<file path="src/rtl/data_bus_arb_pkg.sv">
// Shared types and constants for the two-master data-bus arbiter.
package data_bus_arb_pkg;

   typedef enum logic [1:0] {
      IDLE  = 2'd0,
      GRANT = 2'd1,
      RESP  = 2'd2
   } arb_state_t;

   typedef logic master_id_t;

   localparam logic [15:0] TIMEOUT_RDATA = 16'hDEAD;

endpackage

</file>
<file path="src/rtl/data_bus_arb_rr2.sv">
// Combinational two-way round-robin pick: on a tie the master that did not win last goes next.
module arb_rr2
   import data_bus_arb_pkg::*;
(
   input  logic       req0,
   input  logic       req1,
   input  master_id_t last_id,
   output logic       valid,
   output master_id_t id
);

   always_comb begin
      valid = req0 | req1;
      id    = 1'b0;
      if (req0 && req1) begin
         id = ~last_id;
      end else if (req1) begin
         id = 1'b1;
      end
   end

endmodule

</file>
<file path="src/rtl/data_bus_arbiter.sv">
// Two-master round-robin arbiter for the shared data-bus slave port, one transaction at a time.
// Optional bus watchdog compiled in with `define ARB_TIMEOUT_EN.
module data_bus_arbiter
   import data_bus_arb_pkg::*;
#(
   parameter int ADDR_W         = 16,
   parameter int DATA_W         = 16,
   parameter int TIMEOUT_CYCLES = 1024
) (
   input  logic              Clock,
   input  logic              Resetn,
   input  logic              M0_Read,
   input  logic              M0_Write,
   input  logic [ADDR_W-1:0] M0_Addr,
   input  logic [DATA_W-1:0] M0_WrData,
   output logic [DATA_W-1:0] M0_RdData,
   output logic              M0_Done,
   input  logic              M1_Read,
   input  logic              M1_Write,
   input  logic [ADDR_W-1:0] M1_Addr,
   input  logic [DATA_W-1:0] M1_WrData,
   output logic [DATA_W-1:0] M1_RdData,
   output logic              M1_Done,
   output logic              BusRead,
   output logic              BusWrite,
   output logic [ADDR_W-1:0] BusAddr,
   output logic [DATA_W-1:0] BusWrData,
   input  logic [DATA_W-1:0] BusRdData,
   input  logic              BusDone,
   output logic              Timeout,
   output logic [1:0]        dbg_state
);

   arb_state_t        state_q, state_d;
   master_id_t        last_id_q, last_id_d;
   master_id_t        owner_q, owner_d;
   logic              bus_read_q, bus_read_d;
   logic              bus_write_q, bus_write_d;
   logic [ADDR_W-1:0] bus_addr_q, bus_addr_d;
   logic [DATA_W-1:0] bus_wrdata_q, bus_wrdata_d;
   logic [DATA_W-1:0] m0_rdata_q, m0_rdata_d;
   logic [DATA_W-1:0] m1_rdata_q, m1_rdata_d;
   logic              m0_done_q, m0_done_d;
   logic              m1_done_q, m1_done_d;
   logic              win_valid;
   master_id_t        win_id;
   logic              timeout_hit;
   logic              finish;
   logic [DATA_W-1:0] finish_data;

   arb_rr2 u_rr (
      .req0    (M0_Read | M0_Write),
      .req1    (M1_Read | M1_Write),
      .last_id (last_id_q),
      .valid   (win_valid),
      .id      (win_id)
   );

`ifdef ARB_TIMEOUT_EN
   localparam int CNT_W = $clog2(TIMEOUT_CYCLES + 1);
   logic [CNT_W-1:0] cnt_q, cnt_d;
   logic             timeout_q, timeout_d;

   // A BusDone in the same cycle as expiry completes normally.
   assign timeout_hit = (state_q == GRANT) && !BusDone &&
                        (cnt_q == CNT_W'(TIMEOUT_CYCLES - 1));
   assign cnt_d       = (state_q == GRANT) ? cnt_q + CNT_W'(1) : '0;
   assign timeout_d   = timeout_hit;

   always_ff @(posedge Clock or negedge Resetn) begin
      if (!Resetn) begin
         cnt_q     <= '0;
         timeout_q <= 1'b0;
      end else begin
         cnt_q     <= cnt_d;
         timeout_q <= timeout_d;
      end
   end

   assign Timeout = timeout_q;
`else
   logic unused_timeout_cfg;
   assign unused_timeout_cfg = (TIMEOUT_CYCLES > 0);
   assign timeout_hit        = 1'b0;
   assign Timeout            = 1'b0;
`endif

   always_ff @(posedge Clock or negedge Resetn) begin
      if (!Resetn) begin
         state_q <= IDLE;
      end else begin
         state_q <= state_d;
      end
   end

   always_comb begin
      state_d = state_q;
      case (state_q)
         IDLE:    if (win_valid) state_d = GRANT;
         GRANT:   if (BusDone || timeout_hit) state_d = RESP;
         RESP:    state_d = IDLE;
         default: state_d = IDLE;
      endcase
   end

   always_comb begin
      last_id_d    = last_id_q;
      owner_d      = owner_q;
      bus_read_d   = bus_read_q;
      bus_write_d  = bus_write_q;
      bus_addr_d   = bus_addr_q;
      bus_wrdata_d = bus_wrdata_q;
      m0_rdata_d   = m0_rdata_q;
      m1_rdata_d   = m1_rdata_q;
      m0_done_d    = 1'b0;
      m1_done_d    = 1'b0;
      finish       = 1'b0;
      finish_data  = BusRdData;
      case (state_q)
         IDLE: begin
            if (win_valid) begin
               owner_d   = win_id;
               last_id_d = win_id;
               // Read and Write together are treated as a write.
               if (win_id) begin
                  bus_write_d  = M1_Write;
                  bus_read_d   = M1_Read & ~M1_Write;
                  bus_addr_d   = M1_Addr;
                  bus_wrdata_d = M1_WrData;
               end else begin
                  bus_write_d  = M0_Write;
                  bus_read_d   = M0_Read & ~M0_Write;
                  bus_addr_d   = M0_Addr;
                  bus_wrdata_d = M0_WrData;
               end
            end
         end
         GRANT: begin
            if (BusDone || timeout_hit) begin
               finish      = 1'b1;
               bus_read_d  = 1'b0;
               bus_write_d = 1'b0;
`ifdef ARB_TIMEOUT_EN
               if (!BusDone) finish_data = DATA_W'(TIMEOUT_RDATA);
`endif
            end
         end
         default: ;
      endcase
      if (finish) begin
         if (owner_q) begin
            m1_done_d  = 1'b1;
            m1_rdata_d = finish_data;
         end else begin
            m0_done_d  = 1'b1;
            m0_rdata_d = finish_data;
         end
      end
   end

   always_ff @(posedge Clock or negedge Resetn) begin
      if (!Resetn) begin
         last_id_q    <= 1'b1;
         owner_q      <= 1'b0;
         bus_read_q   <= 1'b0;
         bus_write_q  <= 1'b0;
         bus_addr_q   <= '0;
         bus_wrdata_q <= '0;
         m0_rdata_q   <= '0;
         m1_rdata_q   <= '0;
         m0_done_q    <= 1'b0;
         m1_done_q    <= 1'b0;
      end else begin
         last_id_q    <= last_id_d;
         owner_q      <= owner_d;
         bus_read_q   <= bus_read_d;
         bus_write_q  <= bus_write_d;
         bus_addr_q   <= bus_addr_d;
         bus_wrdata_q <= bus_wrdata_d;
         m0_rdata_q   <= m0_rdata_d;
         m1_rdata_q   <= m1_rdata_d;
         m0_done_q    <= m0_done_d;
         m1_done_q    <= m1_done_d;
      end
   end

   assign BusRead   = bus_read_q;
   assign BusWrite  = bus_write_q;
   assign BusAddr   = bus_addr_q;
   assign BusWrData = bus_wrdata_q;
   assign M0_RdData = m0_rdata_q;
   assign M1_RdData = m1_rdata_q;
   assign M0_Done   = m0_done_q;
   assign M1_Done   = m1_done_q;
   assign dbg_state = state_q;

endmodule

</file>
<file path="config.mk">
export PLATFORM = sky130hd
export DESIGN_NAME = data_bus_arbiter
export DESIGN_NICKNAME = d
export VERILOG_FILES = /design/src/rtl/data_bus_arb_pkg.sv /design/src/rtl/data_bus_arb_rr2.sv /design/src/rtl/data_bus_arbiter.sv
export SDC_FILE = /design/constraint.sdc
export NUM_CORES = 1
export LEC_CHECK = 0
export CAP_MARGIN = 30
export CORE_UTILIZATION = 43
export CTS_CLUSTER_SIZE = 28
export DETAILED_ROUTE_END_ITERATION = 10
export HOLD_SLACK_MARGIN = 0.12
export PLACE_DENSITY_LB_ADDON = 0.25
export REMOVE_ABC_BUFFERS = 1
export SLEW_MARGIN = 20
export SYNTH_ARGS = -nofsm -noshare
export SYNTH_HDL_FRONTEND = slang
export SYNTH_HIERARCHICAL = 1
export SYNTH_SLANG_ARGS = --single-unit
export TNS_END_PERCENT = 30
</file>
<file path="constraint.sdc">
create_clock -name Clock -period 3.4 [get_ports Clock]
set_input_delay 0.34 -clock Clock [delete_from_list [all_inputs] [get_ports Clock]]
set_output_delay 0.34 -clock Clock [all_outputs]
set_load 0.02 [all_outputs]
</file>
## Yosys cells after proc, flatten, opt, wreduce, memory -nomap -nowiden

Cells that the tools add are included.

| storage, ports and cells | value |
|---|---|
| input port bits | 87 |
| output and inout bits | 71 |
| register bits | 72 |
| logic and storage cells | 51 |

| operators by class | value |
|---|---|
| reduce and logical (&&, ||, !) cells | 8 |
| equal/unequal tests | 3 |
| bitwise logic cells | 9 |
| muxes and demuxes | 20 |

Operator list:

| cell | count |
|---|---|
| $mux W16 | 2 |
| $mux W1 | 13 |
| $reduce_and A2 Y1 | 4 |
| $mux W2 | 2 |
| $not A1 Y1 | 4 |
| $pmux W1 S2 | 2 |
| $pmux W2 S2 | 1 |
| $or A1 B1 Y1 | 3 |
| $reduce_and A3 Y1 | 1 |
| $and A1 B1 Y1 | 2 |
| $eq A2 B1 Y1 const B | 1 |
| $logic_not A2 Y1 | 1 |
| $ne A2 B1 Y1 const B | 1 |
| $ne A2 B2 Y1 const B | 1 |
| $reduce_bool A2 Y1 | 1 |
| $logic_and A1 B1 Y1 | 1 |

## Longest topological paths before layout

Gate-level depths: netlist (run 1).

| logic depth | value |
|---|---|
| depth in word-level cells | 6 |
| mapped depth | 7 |
| depth with buffers taken out | 5 |

## Cells and area by module

Netlist (run 1), hierarchy kept.

By module, submodules not included:

| module | instances | cells each | seq. area each (µm²) | area each (µm²) |
|---|---|---|---|---|
| data_bus_arbiter | 1 | 240 | 1803.0 | 3044.2 |
| arb_rr2 | 1 | 2 | 0.0 | 13.8 |

## Worst setup path after synthesis (run 1)

Ideal clock, no wire load.

| timing path | value |
|---|---|
| path kind | input to register |
| from | input port M0_Read |
| to | register bus_wrdata_q[10] (netlist: BusWrData[10]) |
| buffers on the path | 2 |
| required time | 3.276 ns |
| stages | 6 |
| setup time | 0.124 ns |
| setup slack | 1.791 ns |
| arrival time | 1.485 ns |
| cell sequence | or2_2 -> a21boi_1 -> buf_2 -> buf_2 -> mux2i_1 -> o21ai_1 |

| between the ends | value |
|---|---|
| longest elaborated chain between the ends | 4 |
| elaborated cells between the ends (all ways) | 6 |
| classes of those cells | mux (2); bitwise (2); reduce/logical (2) |

Ends and longest elaborated chain:

| what | line | RTL |
|---|---|---|
| start, declared | data_bus_arbiter.sv:12 | `input logic M0_Read,` |
| $or A1 B1 Y1 | data_bus_arbiter.sv:52 | `.req0 (M0_Read \| M0_Write),` |
| $logic_and A1 B1 Y1 | data_bus_arb_rr2.sv:15 | `if (req0 && req1) begin` |
| $mux W1 | data_bus_arb_rr2.sv:15 |  |
| net win_id | data_bus_arbiter.sv:46 | `master_id_t win_id;` |
| $mux W16 | data_bus_arbiter.sv:125 | `if (win_id) begin` |
| end signal, assigned | data_bus_arbiter.sv:179 | `bus_wrdata_q <= bus_wrdata_d;` |
| end, declared | data_bus_arbiter.sv:40 | `logic [DATA_W-1:0] bus_wrdata_q, bus_wrdata_d;` |

The timed path passes the listed nets, and every way through them passes these cells.
A chain may end at the register's enable or synchronous reset.

## Worst setup path in the final report (run 1)

| timing path | value |
|---|---|
| from | input port M1_Write |
| to | register bus_wrdata_q[1] (netlist: BusWrData[1]) |

| between the ends | value |
|---|---|
| elaborated cells between the ends (all ways) | 7 |
| classes of those cells | mux (3); bitwise (2); reduce/logical (2) |

RTL lines:

| what | line | RTL |
|---|---|---|
| start, declared | data_bus_arbiter.sv:19 | `input logic M1_Write,` |
| $or A1 B1 Y1 | data_bus_arbiter.sv:53 | `.req1 (M1_Read \| M1_Write),` |
| $or A1 B1 Y1 | data_bus_arb_rr2.sv:13 | `valid = req0 \| req1;` |
| net win_valid | data_bus_arbiter.sv:45 | `logic win_valid;` |
| $reduce_and A2 Y1 (no line) | - |  |

The timed path passes the listed nets, and every way through them passes these cells.

==> results of run 1 <==
-- cells by family after synthesis --
logic type	Yosys count	synth area share, %
buf+inv	18	3.273
simple gates	49	7.692
flops	72	58.96
mux	65	23.69
compound gates	37	6.260
other cells	1	0.1226
-- layout by cell type (no fill, tap or decap), types with 2 or more instances in the layout --
cell | netlist | routed
mux2_2 | 23 | 23
nand3_1 | 3 | 3
o21ai_1 | 34 | 34
mux2_4 | 9 | 9
mux2i_1 | 33 | 33
inv_1 | 2 | 2
clkinv_2 | 0 | 2
buf_4 | 1 | 3
nand2_1 | 36 | 36
clkbuf_8 | 0 | 10
dfrtp_1 | 71 | 71
or2_2 | 2 | 2
clkdlybuf4s50_1 | 0 | 155
nor2_1 | 2 | 2
-- per-stage QoR --
stage	setup TNS (ps)	util [%]	cells	hold WS, ps
after global placement	0	68.42	481	466.4
after floorplan	-3491	-	227	44.41
after detailed placement	0	68.42	481	475.0
after global routing	0	71.87	499	406.7
final	0	71.87	499	404.0
after CTS	0	71.32	497	135.1
-- worst max path at each step --
| stage | from | to | slack [ps] |
|---|---|---|---|
| detailed placement | M1_Write | BusAddr[4] | 960 |
| floorplan | M0_Read | BusRead | -130 |
| finish | M1_Write | BusWrData[1] | 1310 |
| global placement | M1_Write | BusRead | 1050 |
| CTS | M1_Write | BusAddr[4] | 1330 |
| global route | M1_Write | BusWrite | 1140 |
-- flip-flops by register name, indices dropped and copies added, names as in the netlist --
name and cells:
BusAddr 16, BusWrData 16, M0_RdData 16, M1_RdData 16, dbg_state 2, BusRead 1
BusWrite 1, M0_Done 1, M1_Done 1, last_id_q 1, owner_q 1
-- worst max-delay path: stages --
cell and delay [ps]:
clkdlybuf4s50_1 460, or2_2 320, or2_1 260, or3b_2 220
buf_4 500, o21ai_1 170
-- synthesized netlist by cell type (2+ instances only) --
| master | number |
|---|---|
| dfrtp_1 | 71 |
| nand2_1 | 36 |
| o21ai_1 | 34 |
| mux2i_1 | 33 |
| mux2_2 | 23 |
| buf_2 | 11 |
| mux2_4 | 9 |
| nand3_1 | 3 |
| buf_6 | 2 |
| inv_1 | 2 |
| nor2_1 | 2 |
| or2_2 | 2 |
-- routing by layer --
metal	up-vias	GRT usage (%)
met5	-	0
met4	0	11.06
met2	123	34.05
met1	1106	24.48
li1	1140	-
met3	14	8.381
-- area by class of cell --
type,count,share of cell area [%]
well taps,96,2.446
inverters,3,0.2294
clock buffers,11,2.880
flip-flops and latches,72,36.72
multi-input cells,152,23.75
clock inverters,5,1.147
repair buffers,160,32.82
-- power groups by stage --
stage | Sequential (mW) | Combinational, mW | Clock (mW)
floorplan | 1.99 | 0.628 | 0
global placement | 1.49 | 2.15 | 0
detailed placement | 1.51 | 2.19 | 0
CTS | 1.50 | 2.20 | 0.690
global route | 1.56 | 2.33 | 0.721
finish | 1.50 | 2.17 | 0.670
-- timing repair --
item,in CTS,in global routing
setup buffers,0,0
endpoints found under the hold margin,0,13
hold buffers,0,1
gates resized for setup,0,0
==> run summary, run 1 <==
PLACEMENT
-----------------------------------------------------------------------------------------
Port bufs                                                                             156
Routability-driven placement congestion ratio                                      0.7258
Post-Place Cell Area                                                           4674 sq um
Minimum setup slack after placement                                              956.6 ps
Placed wire-length estimate after detailed placement                              5257 um

CLOCKING
-----------------------------------------------------------------------------------------
Clock-pin transition on the worst setup and hold timing paths                       70 ps
CTS sink cnt                                                                           72
CTS max path bufs                                                                       2
Total CTS buffers                                                                       9
Clock tree from TritonCTS                                                           built
Buffer type at the clock tree root                                               clkbuf_8
Number of H-tree branching levels                                                       3
Skew-Pair Late Insertion Delay                                                     340 ps

FLOORPLANNING
-----------------------------------------------------------------------------------------
Die extent in y                                                                  86.33 um
Core footprint                                                                 6832 sq um
FP Rows                                                                                30
Die outline area                                                               7453 sq um
Floorplan die width                                                              86.33 um
Initial core utilization                                                           44.76%
Top-Level Pins                                                                        158

DRT
-----------------------------------------------------------------------------------------
Wire length on met1                                                               2860 um
Antenna-violating nets left                                                             0
Number of DRC violations after detailed routing                                         0
Uppermost signal routing layer after detailed routing                                met4
Detailed-routed wire length on met2                                               3390 um
Number of vias per cell                                                             4.776
Routed met3 length                                                                 742 um
Final routed wire length divided by cell count                                   14.32 um
Number of search-and-repair iterations in the first detailed-routing pass               3
Routed wire length                                                                7148 um
Initial detailed-routing violation count                                               70
DR vias                                                                              2383

LOGIC SYNTHESIS
-----------------------------------------------------------------------------------------
Fraction of the yosys area taken by sequential cells                               58.96%
Synth Area per Inst                                                           12.64 sq um
Top cells by area, synth                                                     dfrtp_1 (58%), mux2i_1 (11%), mux2_2 (8.5%)
Post-synth EDFFs                                                                        0
FF+latch count, synth                                                                  72
Number of instances in the synthesized netlist                                        242
Top cell type by total area after synthesis                                       dfrtp_1
Proportion of register bits with asynchronous set or reset after synthesis         100.0%
Area fraction of the dominant cell type after synthesis                            58.10%
Yosys warning total                                                                     6
Post-Syn Area                                                                  3058 sq um
Count of different cell masters after synthesis                                        26
Main synth FF type                                                                dfrtp_1

GLOBAL ROUTING
-----------------------------------------------------------------------------------------
First-pass GRT wire length                                                       11790 um
Number of global-route vias before repair                                            2408
Pin count of the biggest net entering global routing                                   73
Initial antenna violation count                                                         0
Total gr overflow                                                                       0
Total Routing Usage GR                                                             21.17%

STA
-----------------------------------------------------------------------------------------
Worst Slack Setup Final                                                           1308 ps
Setup repair after global routing missed its margin                                 false
Worst-margin pin slew                                                            597.9 ps
Post-route fraction of the period consumed by the critical path                    61.54%
Final Max Tran Viols                                                                    0
Achievable frequency                                                            477.9 MHz
Worst clock skew on the final layout                                             5.084 ps
Hold Vio Cnt, Final                                                                     0
Final critical path time including I/O delays and setup                           2092 ps
Worst rel slew slack                                                               60.14%
Final setup violating endpoints                                                         0

POWER
-----------------------------------------------------------------------------------------
Worst-case vdd ir drop                                                           394.8 uV
Net switching power of the design                                                1.584 mW
Internal Dissipation                                                             2.753 mW
Portion of total power attributed to combinational logic                            50.0%
Fraction of power spent switching nets                                             36.53%
Reported leakage power                                                           2.197 nW
Sequential share of power                                                           34.5%
Clock network fraction of total power                                               15.4%
Power per unit of standard cell area                                         883.3 nW/um^2
Total design power                                                               4.337 mW

FINISH
-----------------------------------------------------------------------------------------
Diode count                                                                             0
Finished layout cell area                                                      4910 sq um
Total number of nets in the final design                                              485
FILL cells                                                                            529
Register Area                                                                  1803 sq um
Synth-to-layout area growth                                                        60.56%
Ratio of cells with drive above 1 in the final layout                              14.89%
Footprint of the multi-input gates                                             1166 sq um

WORST SETUP PATH
-----------------------------------------------------------------------------------------
Worst-case register-to-register setup slack                                       1690 ps
Reg2Reg Capture Point                                                        BusWrData[1]
Crit Reg-Reg Startpoint                                                      dbg_state[0]
Critical path required time                                                       3590 ps
CP startpoint kind                                                             input port
Arrival time of data at the critical path endpoint                                2290 ps
Critical path capture point type                                                flip-flop
Peak fanout along the critical path                                                    68
Cells on worst reg2reg path                                                             4
Kind of critical path                                                        input port to flip-flop

MIN PATH
-----------------------------------------------------------------------------------------
Hold Crit Class                                                              input port to async pin

RUN STATUS
-----------------------------------------------------------------------------------------
Outcome                                                                      complete, no violations

RUN
-----------------------------------------------------------------------------------------
Max-cap viol count                                                                      0

No activity file was read; power rests on OpenSTA's default activity.
==> run 2, diff against run 1 <==
- CORE_UTILIZATION: 43 -> 36
- clock period: 3.4 -> 1.8 ns (I/O delays scaled with it)
==> run 2 against run 1 <==
Compared with the run above: clock-buffer cell count increased by 1; die area increased by 19%; register-to-register slack worse by 1400 ps; combinational power increased by 92%; clock power up 110%; highest routed layer unchanged; routed wire length up 2.5%; design area grew 2.7%; non-clock buffer count is 9 higher; clock skew rose by 4.7 ps; sequential share of layout area fell by 0.97 points; critical path depth is 5 lower; power is 94% higher.
==> run summary, run 2 (same netlist as run 1, synthesis figures left out) <==
RUN STATUS
----------------------------------------------------------------------------------------
Outcome                                                                     complete, no violations

FINISH
----------------------------------------------------------------------------------------
Synth-to-layout area growth                                                       64.93%
Utilization of the core after routing                                             61.38%
Register Area                                                                 1803 sq um
Commonest non-fill, non-tap cell in the layout                              clkdlybuf4s50_1
Finished layout cell area                                                     5044 sq um
Ratio of cells with drive above 1 in the final layout                             16.50%
FILL cells                                                                           688
Total number of nets in the final design                                             494
Footprint of the multi-input gates                                            1166 sq um
Diode count                                                                            0
Most used cells in the layout excluding fill and tap cells                  clkdlybuf4s50_1 (155), dfrtp_1 (71), nand2_1 (36)

MIN PATH
----------------------------------------------------------------------------------------
Hold Crit Class                                                             input port to async pin

DRT
----------------------------------------------------------------------------------------
Antenna-violating nets left                                                            0
Initial detailed-routing violation count                                              31
Number of DRC violations after detailed routing                                        0
Final routed wire length divided by cell count                                  14.18 um
Routed wire length                                                               7330 um
Number of search-and-repair iterations in the first detailed-routing pass              4
Number of vias per cell                                                            4.621
DR vias                                                                             2389

WORST SETUP PATH
----------------------------------------------------------------------------------------
Cells on worst reg2reg path                                                            4
Kind of critical path                                                       flip-flop to output port
Worst-case register-to-register setup slack                                       300 ps
Number of buffers and inverters on the critical path                                   1
Arrival time of data at the critical path endpoint                               1450 ps
Worst path cell trace                                                       clkdlybuf4s50_1
Critical path capture point type                                             output port
Largest stage delay on the critical path                                          650 ps
Crit Reg-Reg Startpoint                                                     dbg_state[0]
Cell type of the slowest stage on the worst timing path                     clkdlybuf4s50_1
Reg2Reg Capture Point                                                        BusAddr[14]
Kind of cell adding the most delay to the critical path                     buffers and inverters
Peak fanout along the critical path                                                    6
Critical path required time                                                      1620 ps
CP startpoint kind                                                             flip-flop
Worst setup startpoint                                                      dbg_state[0]

POWER
----------------------------------------------------------------------------------------
Total design power                                                              8.409 mW
Reported leakage power                                                          2.261 nW
Power per unit of standard cell area                                        1667 nW/um^2
Worst-case vdd ir drop                                                          658.5 uV

STA
----------------------------------------------------------------------------------------
Achievable frequency                                                           611.9 MHz
Worst Slack Setup Final                                                         165.7 ps
Final Max Tran Viols                                                                   0
Final critical path time including I/O delays and setup                          1634 ps
Final setup violating endpoints                                                        0
Hold Vio Cnt, Final                                                                    0
Worst clock skew on the final layout                                            9.758 ps
Setup repair after global routing missed its margin                                false
Post-route fraction of the period consumed by the critical path                   90.80%

CLOCKING
----------------------------------------------------------------------------------------
Buffer type at the clock tree root                                              clkbuf_8
Total CTS buffers                                                                      9
Clock-pin transition on the worst setup and hold timing paths                      70 ps
Number of buffers inserted by post-CTS setup repair                                    0
CTS max path bufs                                                                      2
Gates resized, CTS repair                                                              0
Number of H-tree branching levels                                                      3
CTS sink cnt                                                                          72
Clock tree from TritonCTS                                                          built
Hold-fix buffer count after cts                                                        1
Skew-Pair Late Insertion Delay                                                    330 ps

FLOORPLANNING
----------------------------------------------------------------------------------------
Die outline area                                                              8867 sq um
Initial core utilization                                                          37.22%
Floorplan die width                                                             94.17 um
Die extent in y                                                                 94.17 um
FP Rows                                                                               33
Top-Level Pins                                                                       158
Core footprint                                                                8217 sq um

RUN
----------------------------------------------------------------------------------------
Max-cap viol count                                                                     0

PLACEMENT
----------------------------------------------------------------------------------------
Port bufs                                                                            156
Placed wire-length estimate after detailed placement                             5607 um
Minimum setup slack after placement                                            -103.8 ps
Routability-driven placement congestion ratio                                     0.7698
Post-Place Cell Area                                                          4811 sq um

GLOBAL ROUTING
----------------------------------------------------------------------------------------
Total Routing Usage GR                                                            18.15%
First-pass GRT wire length                                                      12170 um
Total gr overflow                                                                      0
Pin count of the biggest net entering global routing                                  42
Number of global-route vias before repair                                           2567
Initial antenna violation count                                                        0

[run 2: per-layer routing]
layer	vias to the layer above	part of all wire (%)	GRT usage, %
met3	7	11	7.282
li1	1166	-	-
met1	1100	42	22.14
met5	-	0	0
met4	0	1.1	6.923
met2	116	46	28.62
[run 2: worst register-to-register path: cells and delay by family (launching register included)]
kind / cells / cell delay, ps
buffers and inverters: 1 / 200
and+or+nand+nor: 2 / 650
AOI/OAI and AO/OA: 1 / 60
DFF: 1 / 460
[run 2: cell type report]
type,instances,area share (%)
clock buffers,12,2.878
clock inverters,4,1.538
inverters,3,0.2233
multi-input cells,152,23.12
flip-flops and latches,72,35.75
well taps,105,2.605
repair buffers,169,33.89
[run 2: worst max path at each step]
stage                     slack [ps]  depth (start not counted)           end
after floorplan                -1570                          5       BusRead
after global placement           -60                          7  BusWrData[5]
after detailed placement        -100                          7  BusWrData[5]
after CTS                        130                          1  dbg_state[0]
after global routing              80                          1  dbg_state[0]
final                            170                          1  dbg_state[0]
[run 2: stage by stage]
step	instances	hold slack [ps]	setup TNS (ps)
2_1_floorplan	227	-115.6	-55310
3_3_place_gp	500	178.5	-1305
3_5_place_dp	500	184.6	-2567
4_1_cts	517	368.3	0
5_1_grt	517	412.0	0
6_report	517	370.7	0
[run 2: report_power, final]
| group | switching [mW] | leakage (nW) | total, mW | internal [mW] |
|---|---|---|---|---|
| Sequential | 0.449 | 0.873 | 2.84 | 2.39 |
| Combinational | 1.96 | 1.28 | 4.17 | 2.21 |
| Clock | 0.573 | 0.111 | 1.40 | 0.825 |
| Total | 2.98 | 2.26 | 8.41 | 5.43 |
